<file path="config.mk">
export PLATFORM = sky130hd
export DESIGN_NAME = btn_arbiter
export DESIGN_NICKNAME = d
export VERILOG_FILES = /design/src/rtl/btn_arbiter.sv
export SDC_FILE = /design/constraint.sdc
export NUM_CORES = 1
export LEC_CHECK = 0
export ABC_AREA = 1
export CAP_MARGIN = 40
export CORE_MARGIN = 4
export CORE_UTILIZATION = 50
export DETAILED_ROUTE_END_ITERATION = 8
export PLACE_DENSITY = 0.78
export SYNTH_ARGS = -nofsm -noshare
export SYNTH_HDL_FRONTEND = slang
export SYNTH_SLANG_ARGS = --single-unit
export TNS_END_PERCENT = 10
</file>
<file path="constraint.sdc">
create_clock -name clock -period 3.05 [get_ports clock]
set_input_delay 0.305 -clock clock [delete_from_list [all_inputs] [get_ports clock]]
set_output_delay 0.305 -clock clock [all_outputs]
set_load 0.005 [all_outputs]
</file>
<file path="src/rtl/btn_arbiter.sv">
`default_nettype none
// ============================================================================
// Module   : btn_arbiter
// Purpose  : Push-button front end. Synchronises N raw button levels, detects
//            rising edges, queues presses in a pending vector and hands them
//            out one at a time through a shared lockout (debounce) timer.
//            Each accepted press gives a one-cycle clean pulse on its bit and
//            a valid/ready event carrying the button index.
// Ports    : clock      - system clock, rising edge
//            reset      - synchronous, active-high
//            raw[N]     - asynchronous button levels
//            clean[N]   - one-cycle pulse per accepted press
//            evt_valid  - event available
//            evt_id     - accepted button index, held while evt_valid=1
//            evt_ready  - consumer handshake
//            busy       - lockout timer running
//            overflow   - sticky, press arrived on an already-pending button
// Options  : BTN_ARB_FIXED_PRIO_EN - when defined, lowest pending index wins
//            and the round-robin pointer is removed; otherwise round-robin.
// Revision : 1.0 - initial release
// ============================================================================
module btn_arbiter #(
  parameter int N       = 4,
  parameter int LOCKOUT = 4095,
  localparam int IDW    = (N > 1) ? $clog2(N) : 1,
  localparam int CW     = $clog2(LOCKOUT + 1)
) (
  input  logic           clock,
  input  logic           reset,
  input  logic [N-1:0]   raw,
  output logic [N-1:0]   clean,
  output logic           evt_valid,
  output logic [IDW-1:0] evt_id,
  input  logic           evt_ready,
  output logic           busy,
  output logic           overflow
);

  typedef enum logic [0:0] {
    ST_IDLE = 1'b0,
    ST_LOCK = 1'b1
  } state_t;

  logic [N-1:0]   s1_q, s2_q, s3_q;
  logic [N-1:0]   pend_q, pend_d;
  logic [N-1:0]   clean_q, clean_d;
  state_t         state_q, state_d;
  logic [CW-1:0]  cnt_q, cnt_d;
  logic [IDW-1:0] lock_id_q, lock_id_d;
  logic [IDW-1:0] evt_id_q, evt_id_d;
  logic           evt_valid_q, evt_valid_d;
  logic           busy_q, busy_d;
  logic           overflow_q, overflow_d;
`ifndef BTN_ARB_FIXED_PRIO_EN
  logic [IDW-1:0] rr_q, rr_d;
`endif

  logic [N-1:0]   w_rise;
  logic [N-1:0]   w_accept;
  logic           w_grant;
  logic [IDW-1:0] w_win;

`ifdef BTN_ARB_FIXED_PRIO_EN
  // Lowest set index wins.
  function automatic logic [IDW-1:0] pick(input logic [N-1:0] p);
    logic [IDW-1:0] w;
    w = '0;
    for (int i = N - 1; i >= 0; i--) begin
      if (p[i]) w = IDW'(i);
    end
    return w;
  endfunction
`else
  // First set bit at or above base, wrapping at N.
  function automatic logic [IDW-1:0] pick(input logic [N-1:0] p,
                                          input logic [IDW-1:0] base);
    logic [IDW-1:0] w;
    logic [IDW-1:0] idx_w;
    logic           found;
    int             idx;
    w     = '0;
    found = 1'b0;
    for (int k = 0; k < N; k++) begin
      idx = int'(base) + k;
      if (idx >= N) idx = idx - N;
      idx_w = IDW'(idx);
      if (!found && p[idx_w]) begin
        w     = idx_w;
        found = 1'b1;
      end
    end
    return w;
  endfunction
`endif

  assign w_rise  = s2_q & ~s3_q;
  // A held event stalls the arbiter so evt_id never changes under the consumer.
  assign w_grant = (state_q == ST_IDLE) && (pend_q != '0) && !evt_valid_q;

`ifdef BTN_ARB_FIXED_PRIO_EN
  assign w_win = pick(pend_q);
`else
  assign w_win = pick(pend_q, rr_q);
`endif

  // Edges of the locked-out button are bounce, as is an edge on the button
  // being granted this very cycle.
  always_comb begin
    w_accept = '0;
    for (int i = 0; i < N; i++) begin
      w_accept[i] = w_rise[i]
                  && !((state_q == ST_LOCK) && (lock_id_q == IDW'(i)))
                  && !(w_grant && (w_win == IDW'(i)));
    end
  end

  always_comb begin
    pend_d      = pend_q;
    clean_d     = '0;
    state_d     = state_q;
    cnt_d       = cnt_q;
    lock_id_d   = lock_id_q;
    evt_id_d    = evt_id_q;
    evt_valid_d = evt_valid_q;
    busy_d      = busy_q;
    overflow_d  = overflow_q;
`ifndef BTN_ARB_FIXED_PRIO_EN
    rr_d        = rr_q;
`endif

    if (evt_valid_q && evt_ready) evt_valid_d = 1'b0;

    if (state_q == ST_IDLE) begin
      if (w_grant) begin
        clean_d        = N'(1) << w_win;
        pend_d[w_win]  = 1'b0;
        evt_valid_d    = 1'b1;
        evt_id_d       = w_win;
        lock_id_d      = w_win;
        cnt_d          = CW'(LOCKOUT - 1);
        state_d        = ST_LOCK;
        busy_d         = 1'b1;
`ifndef BTN_ARB_FIXED_PRIO_EN
        rr_d           = (w_win == IDW'(N - 1)) ? '0 : w_win + IDW'(1);
`endif
      end
    end else begin
      // Counter is loaded with LOCKOUT-1 so busy is high for LOCKOUT cycles.
      if (cnt_q == '0) begin
        state_d = ST_IDLE;
        busy_d  = 1'b0;
      end else begin
        cnt_d = cnt_q - CW'(1);
      end
    end

    for (int i = 0; i < N; i++) begin
      if (w_accept[i]) begin
        if (pend_q[i]) overflow_d = 1'b1;
        pend_d[i] = 1'b1;
      end
    end
  end

  always_ff @(posedge clock) begin
    if (reset) begin
      s1_q        <= '0;
      s2_q        <= '0;
      s3_q        <= '0;
      pend_q      <= '0;
      clean_q     <= '0;
      state_q     <= ST_IDLE;
      cnt_q       <= '0;
      lock_id_q   <= '0;
      evt_id_q    <= '0;
      evt_valid_q <= 1'b0;
      busy_q      <= 1'b0;
      overflow_q  <= 1'b0;
`ifndef BTN_ARB_FIXED_PRIO_EN
      rr_q        <= '0;
`endif
    end else begin
      s1_q        <= raw;
      s2_q        <= s1_q;
      s3_q        <= s2_q;
      pend_q      <= pend_d;
      clean_q     <= clean_d;
      state_q     <= state_d;
      cnt_q       <= cnt_d;
      lock_id_q   <= lock_id_d;
      evt_id_q    <= evt_id_d;
      evt_valid_q <= evt_valid_d;
      busy_q      <= busy_d;
      overflow_q  <= overflow_d;
`ifndef BTN_ARB_FIXED_PRIO_EN
      rr_q        <= rr_d;
`endif
    end
  end

  assign clean     = clean_q;
  assign evt_valid = evt_valid_q;
  assign evt_id    = evt_id_q;
  assign busy      = busy_q;
  assign overflow  = overflow_q;

endmodule
`default_nettype wire

</file>
Word-level counts from Yosys, hierarchy flattened:

Index checks and enable logic that the tools add are counted.

* add/sub/neg operators: 9
* eq/ne operators: 12
* bitwise gates (word level): 6
* shift-type cells: 1
* order comparisons: 10
* reduce and logical (&&, ||, !) cells: 52
* mux-type cells: 48

Operator list (count)
* 12-bit 2-to-1 mux: 3
* 1-bit 2-to-1 mux: 29
* 1-bit logical AND: 23
* 2-bit 2-to-1 mux: 9
* 2-bit by 3-bit < comparator with 1-bit output (second input constant): 5
* 2-bit AND reduction: 7
* 1-bit zero test: 12
* 12-bit zero test: 1
* 12-bit by 1-bit subtractor with 12-bit output (second input constant): 1
* 2-bit by 1-bit inequality test with 1-bit output (second input constant): 5
* 2-bit nonzero test: 5
* 3-bit greater-or-equal comparator (second input constant): 3
* 4-bit bitwise AND: 2
* 1-bit binary-select mux with 2-bit select: 4
* 2-bit equality test (second input constant): 4
* 4-bit 2-to-1 mux: 2
* 4-bit inverter: 2
* 2-bit by 1-bit subtractor with 2-bit output (second input constant): 4
* 2-bit by 2-bit adder with 3-bit output (second input constant): 2
* 2-bit by 1-bit equality test with 1-bit output (second input constant): 2
* 2-bit zero test: 2
* 4-bit nonzero test: 1
* 1-bit by 2-bit << shifter with 4-bit output (first input constant): 1
* 2-bit by 1-bit adder with 3-bit output (second input constant): 1
* other kinds (7): 8

* output and inout port bits: 9
* word-level logic and storage cells: 153
* register bits after elaboration: 40

Logic depth before layout (Yosys ltp):

Gate-level depths: netlist of run 1.

* depth after elaboration: 25
* gate-level depth with buffers: 17
* depth with buffers taken out: 16

Worst setup path before layout of run 1:

Ideal clock, no wire load.

* kind: register to register
* from: register rr_q[0]
* to: register overflow_q (netlist: overflow)
* clock period less this slack: 1.737 ns
* arrival time: 1.666 ns
* stages on the path, launching flop included: 16
* path buffers: 1
* setup time: 0.070 ns
* setup slack: 1.313 ns
* cells stage by stage: dfxtp_1 -> buf_6 -> inv_8 -> nand2_1 -> nand2_2 -> nand2_2 -> nand2_4 -> nand2_2 -> o21a_2 -> nand3_2 -> inv_2 -> ha_1 -> nand2_1 -> nand2_1 -> and3_1 -> a21oi_1

* cells in the longest elaborated chain, start to end: 25

RTL lines
* start: declaration: RTL line 55 `logic [IDW-1:0] rr_q, rr_d;`
* start signal: assignment: RTL line 196 `rr_q <= rr_d;`
* branches (longest 13 deep; another with 2-bit by 1-bit adder with 3-bit output)
* 2-bit 2-to-1 mux (*): RTL line 87 `if (!found && p[idx_w]) begin`
* net w_win[1]: RTL line 61 `logic [IDW-1:0] w_win;`
* 2-bit zero test: RTL line 113 `&& !(w_grant && (w_win == IDW'(i)));`
* 1-bit logical AND: RTL line 113
* 1-bit zero test: RTL line 113
* 1-bit logical AND: RTL line 113
* 1-bit 2-to-1 mux: RTL line 158 `if (w_accept[i]) begin`
* 1-bit 2-to-1 mux: RTL line 159 `if (pend_q[i]) overflow_d = 1'b1;`
* 1-bit 2-to-1 mux: RTL line 158
* 1-bit 2-to-1 mux: RTL line 159
* 1-bit 2-to-1 mux: RTL line 158
* 1-bit 2-to-1 mux: RTL line 159
* 1-bit 2-to-1 mux (*): RTL line 158
* end signal: assignment: RTL line 194 `overflow_q <= overflow_d;`
* end: declaration: RTL line 53 `logic overflow_q, overflow_d;`

Mark *: on every way through the listed nets, which the timed path passes. The select of a mux whose other input is x is not followed.
A chain may end at the register's enable or synchronous reset.

Worst setup path after layout of run 1:

Same ends and word-level chain as after synthesis.

==> impl_metrics.ini, run 1 <==
[clocking]
clock_path_buffers = 2
htreeDepth = 2
clock_sinks = 40
post_cts_resized = 0
cts_hold_buf = 0
cts_setup_buffers = 0
cts_tree = done
clk_pin_slew_worst_paths_ns = 0.08
clk_latency_ns = 0.30
cts_inserted_buffers = 5
cts_root_buffer = clkbuf_8

[timing]
maxSlewViolCount = 0
slew_headroom_pct = 64.2
rsz0062_at_grt = false
worst_pin_slew_ns = 0.535
holdWs_ns = 0.406
finalSetupViolCount = 0
finalHoldViolCount = 0
skew_ns = 0.00767
fmax_mhz = 477
setup_tns_ns = 0
min_period_ns = 2.10
fin_crit_sh_pct = 68.7

[synth]
synth-simple-area-share_pct = 32.3
synth_mux_area_share_pct = 0
synth_top_family_by_area = simple AND/OR/NAND/NOR gates
synth_fa_ha_area_share_pct = 3.15
synth_compound_area_share_pct = 12.2
postSynthAreaPerCell_um2 = 7.46
ys_seq_elements = 40
synthTopCellsByArea = dfxtp_1, nand2_1, nor2_1
ys_warn_count = 0
synth_top_area_share_pct = 40.3
synth_common_cells = nand2_1, dfxtp_1, nor2_1
synth_xor_area_share_pct = 1.76
ys_seq_area_share_pct = 40.3
synthArstFlopShare_pct = 0
synthFlopType = dfxtp_1
synthesis.nets = 278
synth-edff-count = 0
syn-cell-area_um2 = 1990
netlist_instances = 266
synth_cell_types = 34
synth.most_common_cell = nand2_1
synth_largest_area_cell = dfxtp_1

[placement]
place_area_um2 = 2150
dpl.hpwl_um = 2810
io_buffers = 15
place_congestion = 0.868

[setup_path]
path_class = reg2reg
endpoint_kind = register
required_ns = 3.28
crit_path_max_fanout = 9
max_stage_delay_ns = 0.59
critPathArrivalTime_ns = 2.33
crit_chain = nand2_1, nand3_1, nand2_2, inv_1, nand2_2, o21a_2, nand3_2, inv_2, ha_1, nand2_1, nand2_1, and3_1, a21oi_1
crit_path_top_delay_cell = dfxtp_1
path_common_cell = nand2_1
cp-start-kind = register

[power_and_ir_drop]
seq_power_share_pct = 35.7
p_leak_nw = 1.00
pwr-share-comb_pct = 43.3
switchingPower_w = 0.000879
internal_power_w = 0.00122
ir_worst_vdd_v = 0.000424
swShare_pct = 42.0
p_clk_share_pct = 21.0
p_per_area_nw_per_um2 = 923

[grt]
first_global_vias = 1472
grt_start_max_net_pins = 17
grt_pass1_wl_um = 6510
track_usage_pct = 16.0
overflow = 0
antenna_found_initial = 0

[route]
drt-vias-per-instance = 5.03
dr.pass1.iters = 4
drc = 0
wl_um = 3750
drtIter0Drc = 128
detail-route-antenna-nets = 0
vias = 1671
wl_per_cell_um = 11.3

[cells_and_area]
nNetsFinal = 295
nFillCells = 352
area_growth_pct = 14.3
stdcell_area_um2 = 2270
antenna_cells = 0
drive_gt1_share_pct = 15.8

[floorplanning]
die_height_um = 71.0
pin_count = 16
initial_utilization_pct = 53.0
core_um2 = 3740
die-area_um2 = 5040
rows = 22
die_w_um = 71.0

[flow_run]
maxCapViolations = 0

[outcome]
status = finished clean

[min_path]
min-delay-path-class = reg2reg
-- logic make-up after synthesis --
logic type      count (synthesis)
buf+inv                        45
fa+ha+maj                       5
compound gates                 43
xor+xnor                        4
simple gates                  129
flops                          40
-- state kept, by name (all words and copies together) (netlist names) --
signal,count
pend_q,4
s3_q,4
rr_q,2
busy,1
state_q,1
evt_valid,1
cnt_q,12
s2_q,4
clean,4
evt_id,2
overflow,1
s1_q,4
-- worst max-delay path: cells and delay by family, from the launching register on --
kind,cells,cell delay [ns]
buffers and inverters,2,0.15
DFF,1,0.59
adders and majority gates,1,0.19
AOI/OAI and AO/OA,2,0.30
and+or+nand+nor,8,0.79
-- final timing paths --
path	slack [ns]	cells after the start	from	end
setup / recovery	0.95	13	rr_q[0]	overflow
hold / removal	0.41	2	s1_q[2]	s2_q[2]
setup reg to reg	0.95	13	rr_q[0]	overflow
hold reg to reg	0.41	2	s1_q[2]	s2_q[2]
-- power groups by stage --
stage	sequential, W	clock [W]	combinational (W)
finish	0.000747	0.000440	0.000908
global route	0.000764	0.000473	0.00103
CTS	0.000743	0.000449	0.000905
detailed placement	0.000755	0	0.000899
global placement	0.000752	0	0.000888
floorplan	0.000720	0	0.000747
-- final cells by class --
| type | instances | area [µm²] | share of cell area (%) |
|---|---|---|---|
| Tap cell | 48 | 60.1 | 2.65 |
| Timing Repair Buffer | 16 | 158 | 6.95 |
| Multi-Input combinational cell | 181 | 982 | 43.3 |
| Clock buffer | 5 | 68.8 | 3.03 |
| Clock inverter | 3 | 46.3 | 2.04 |
| Sequential cell | 40 | 801 | 35.3 |
| Inverter | 39 | 154 | 6.78 |
-- metal layers --
| layer | GRT usage, % | vias up | share of wire, % |
|---|---|---|---|
| met5 | 0 | - | 0 |
| met4 | 5.64 | 0 | 1.3 |
| met3 | 5.40 | 8 | 6.4 |
| met2 | 22.9 | 45 | 41 |
| met1 | 22.4 | 737 | 51 |
| li1 | - | 881 | - |
-- per-stage QoR --
step | worst slack, ns | total power [W] | util, % | cells
after floorplan | 1.31 | 0.00147 | - | 266
after global placement | 1.01 | 0.00164 | 57.6 | 324
after detailed placement | 0.985 | 0.00165 | 57.6 | 324
after CTS | 0.961 | 0.00210 | 60.6 | 332
after global routing | 0.758 | 0.00226 | 60.6 | 332
final | 0.953 | 0.00209 | 60.6 | 332
-- placed cells by master (no fill, tap or decap), types with 2 or more instances in the layout --
| master | instances |
|---|---|
| a31oi_1 | 4 |
| ha_1 | 5 |
| xor2_1 | 3 |
| nand2_4 | 6 |
| nand2_2 | 13 |
| o21ai_1 | 2 |
| nand3_1 | 5 |
| nor3_1 | 5 |
| clkdlybuf4s50_1 | 15 |
| inv_1 | 31 |
| o31ai_1 | 5 |
| dfxtp_1 | 40 |
| clkbuf_8 | 5 |
| nand3_2 | 3 |
| o21ai_0 | 11 |
| nor2_1 | 37 |
| nand2_1 | 49 |
| a21oi_1 | 18 |
| inv_2 | 7 |
| nand4_1 | 4 |
(Power assumes the default switching activity.)
==> inputs of run 2 (changes only) <==
clock period = 2.2 ns   (was 3.05 ns; I/O delays follow)
==> run 2 against run 1 <==
Setup slack got worse by 0.71 ns. Global-route usage increased by 0.098 points. Utilization is 0.60 points higher. Sequential share of layout area is 0.29 points lower. Critical path type unchanged. Flip-flop and latch count is the same. Via count is 0.12% higher. Die area unchanged. Critical path depth is 1 higher.
==> impl_metrics.ini, run 2 (synthesized netlist as in run 1, its figures left out) <==
[outcome]
status = finished clean

[grt]
grt_pass1_wl_um = 6580
overflow = 0
first_global_vias = 1504
grt_start_max_net_pins = 17
track_usage_pct = 16.1
antenna_found_initial = 0

[setup_path]
worstPathBufferInverterCount = 2
cp-start-kind = register
crit_path_max_fanout = 6
required_ns = 2.43
crit_family = simple AND/OR/NAND/NOR gates
path_class = reg2reg
max_stage_delay_ns = 0.46
crit_chain = inv_2, nand2_1, nand2_2, nand2_2, nand2_4, nor2_4, nand4_1, nand3_2, inv_2, ha_1, nand2_1, nand2_1, and3_1, a21oi_1
crit_path_top_delay_cell = dfxtp_1
endpoint_kind = register
path_common_cell = nand2_1
critPathArrivalTime_ns = 2.19

[floorplanning]
die-area_um2 = 5040
core_um2 = 3740
die_height_um = 71.0
rows = 22
die_w_um = 71.0
initial_utilization_pct = 53.0
pin_count = 16

[cells_and_area]
largest_reg_flops = 12
drive_gt1_share_pct = 16.2
final_util_pct = 61.2
area_growth_pct = 15.4
nNetsFinal = 296
antenna_cells = 0
layout_common_cells = nand2_1, dfxtp_1, nor2_1, inv_1, a21oi_1
layout_commonest_cell = nand2_1
nFillCells = 361
regMostFlops = cnt_q
fin_cells = 332

[power_and_ir_drop]
p_per_area_nw_per_um2 = 1300
p_leak_nw = 1.02
ir_worst_vdd_v = 0.000547

[clocking]
clk_latency_ns = 0.29
clock_path_buffers = 2
post_cts_resized = 0
cts_inserted_buffers = 5
cts_root_buffer = clkbuf_8
htreeDepth = 2
clock_sinks = 40
cts_tree = done
cts_hold_buf = 0
cts_setup_buffers = 0
clk_pin_slew_worst_paths_ns = 0.07

[route]
vias = 1673
detail-route-antenna-nets = 0
drt-vias-per-instance = 5.04
wl_per_cell_um = 11.5
drtIter0Drc = 108
dr.pass1.iters = 4
drc = 0
wl_um = 3810

[timing]
fin_crit_sh_pct = 89.1
finalHoldViolCount = 0
maxSlewViolCount = 0
skew_ns = 0.00288
setup_tns_ns = 0
worst_pin_slew_ns = 0.356
slew_headroom_pct = 76.1
min_period_ns = 1.96
finalSetupViolCount = 0
fmax_mhz = 510
rsz0062_at_grt = false

[placement]
dpl.hpwl_um = 2850
place_inst = 325
place_congestion = 0.864
io_buffers = 15

[flow_run]
maxCapViolations = 0

[min_path]
min-delay-path-class = reg2reg
[run 2: cell count changes in the layout (fill, tap and decap cells not counted)]
cell	previous run	this run
bufinv_16	1	2
buf_4	1	2
dfxtp_2	0	1
dfxtp_1	40	39
clkinvlp_4	1	0
inv_6	1	0
[run 2: area by class of cell]
class,instances,area (µm²),share of cell area [%]
Tap cell,48,60.1,2.62
Multi-Input combinational cell,181,982,42.8
Timing Repair Buffer,17,165,7.21
Inverter,39,154,6.71
Clock inverter,2,60.1,2.62
Sequential cell,40,802,35.0
Clock buffer,5,68.8,3.00
[run 2: stage by stage]
| step | cell area [µm²] | setup slack [ns] | hold slack (ns) | total power, W |
|---|---|---|---|---|
| after floorplan | 1990 | 0.463 | 0.312 | 0.00204 |
| after global placement | 2160 | 0.155 | 0.389 | 0.00227 |
| after detailed placement | 2160 | 0.134 | 0.401 | 0.00228 |
| after CTS | 2290 | 0.124 | 0.412 | 0.00299 |
| after global routing | 2290 | 0.109 | 0.427 | 0.00323 |
| final | 2290 | 0.240 | 0.409 | 0.00298 |
[run 2: path summary, 6_finish.rpt]
kind                start  endpoint  slack [ns]  depth (start not counted)
setup / recovery  rr_q[1]  overflow        0.24                         14
hold / removal    s1_q[1]   s2_q[1]        0.41                          2
hold reg to reg   s1_q[1]   s2_q[1]        0.41                          2
setup reg to reg  rr_q[1]  overflow        0.24                         14
[run 2: layer usage]
metal  GRT usage, %  wire (µm)
met2           25.6       1660
met5              0          0
met3           4.55        259
met1           21.2       1840
met4           5.01         55
[run 2: report_power, final]
group          leakage [nW]  switching [W]  internal (W)  total, W
clock                0.0642       0.000242      0.000446  0.000688
combinational         0.622       0.000792      0.000469   0.00126
sequential            0.329       0.000156      0.000877   0.00103
[run 2: worst register-to-register path: stages (launching register included)]
cell     delay [ns]
dfxtp_1        0.46
inv_2          0.10
nand2_1        0.09
nand2_2        0.06
nand2_2        0.08
nand2_4        0.07
nor2_4         0.12
nand4_1        0.12
nand3_2        0.16
inv_2          0.07
ha_1           0.19
nand2_1        0.09
nand2_1        0.06
and3_1         0.14
a21oi_1        0.11
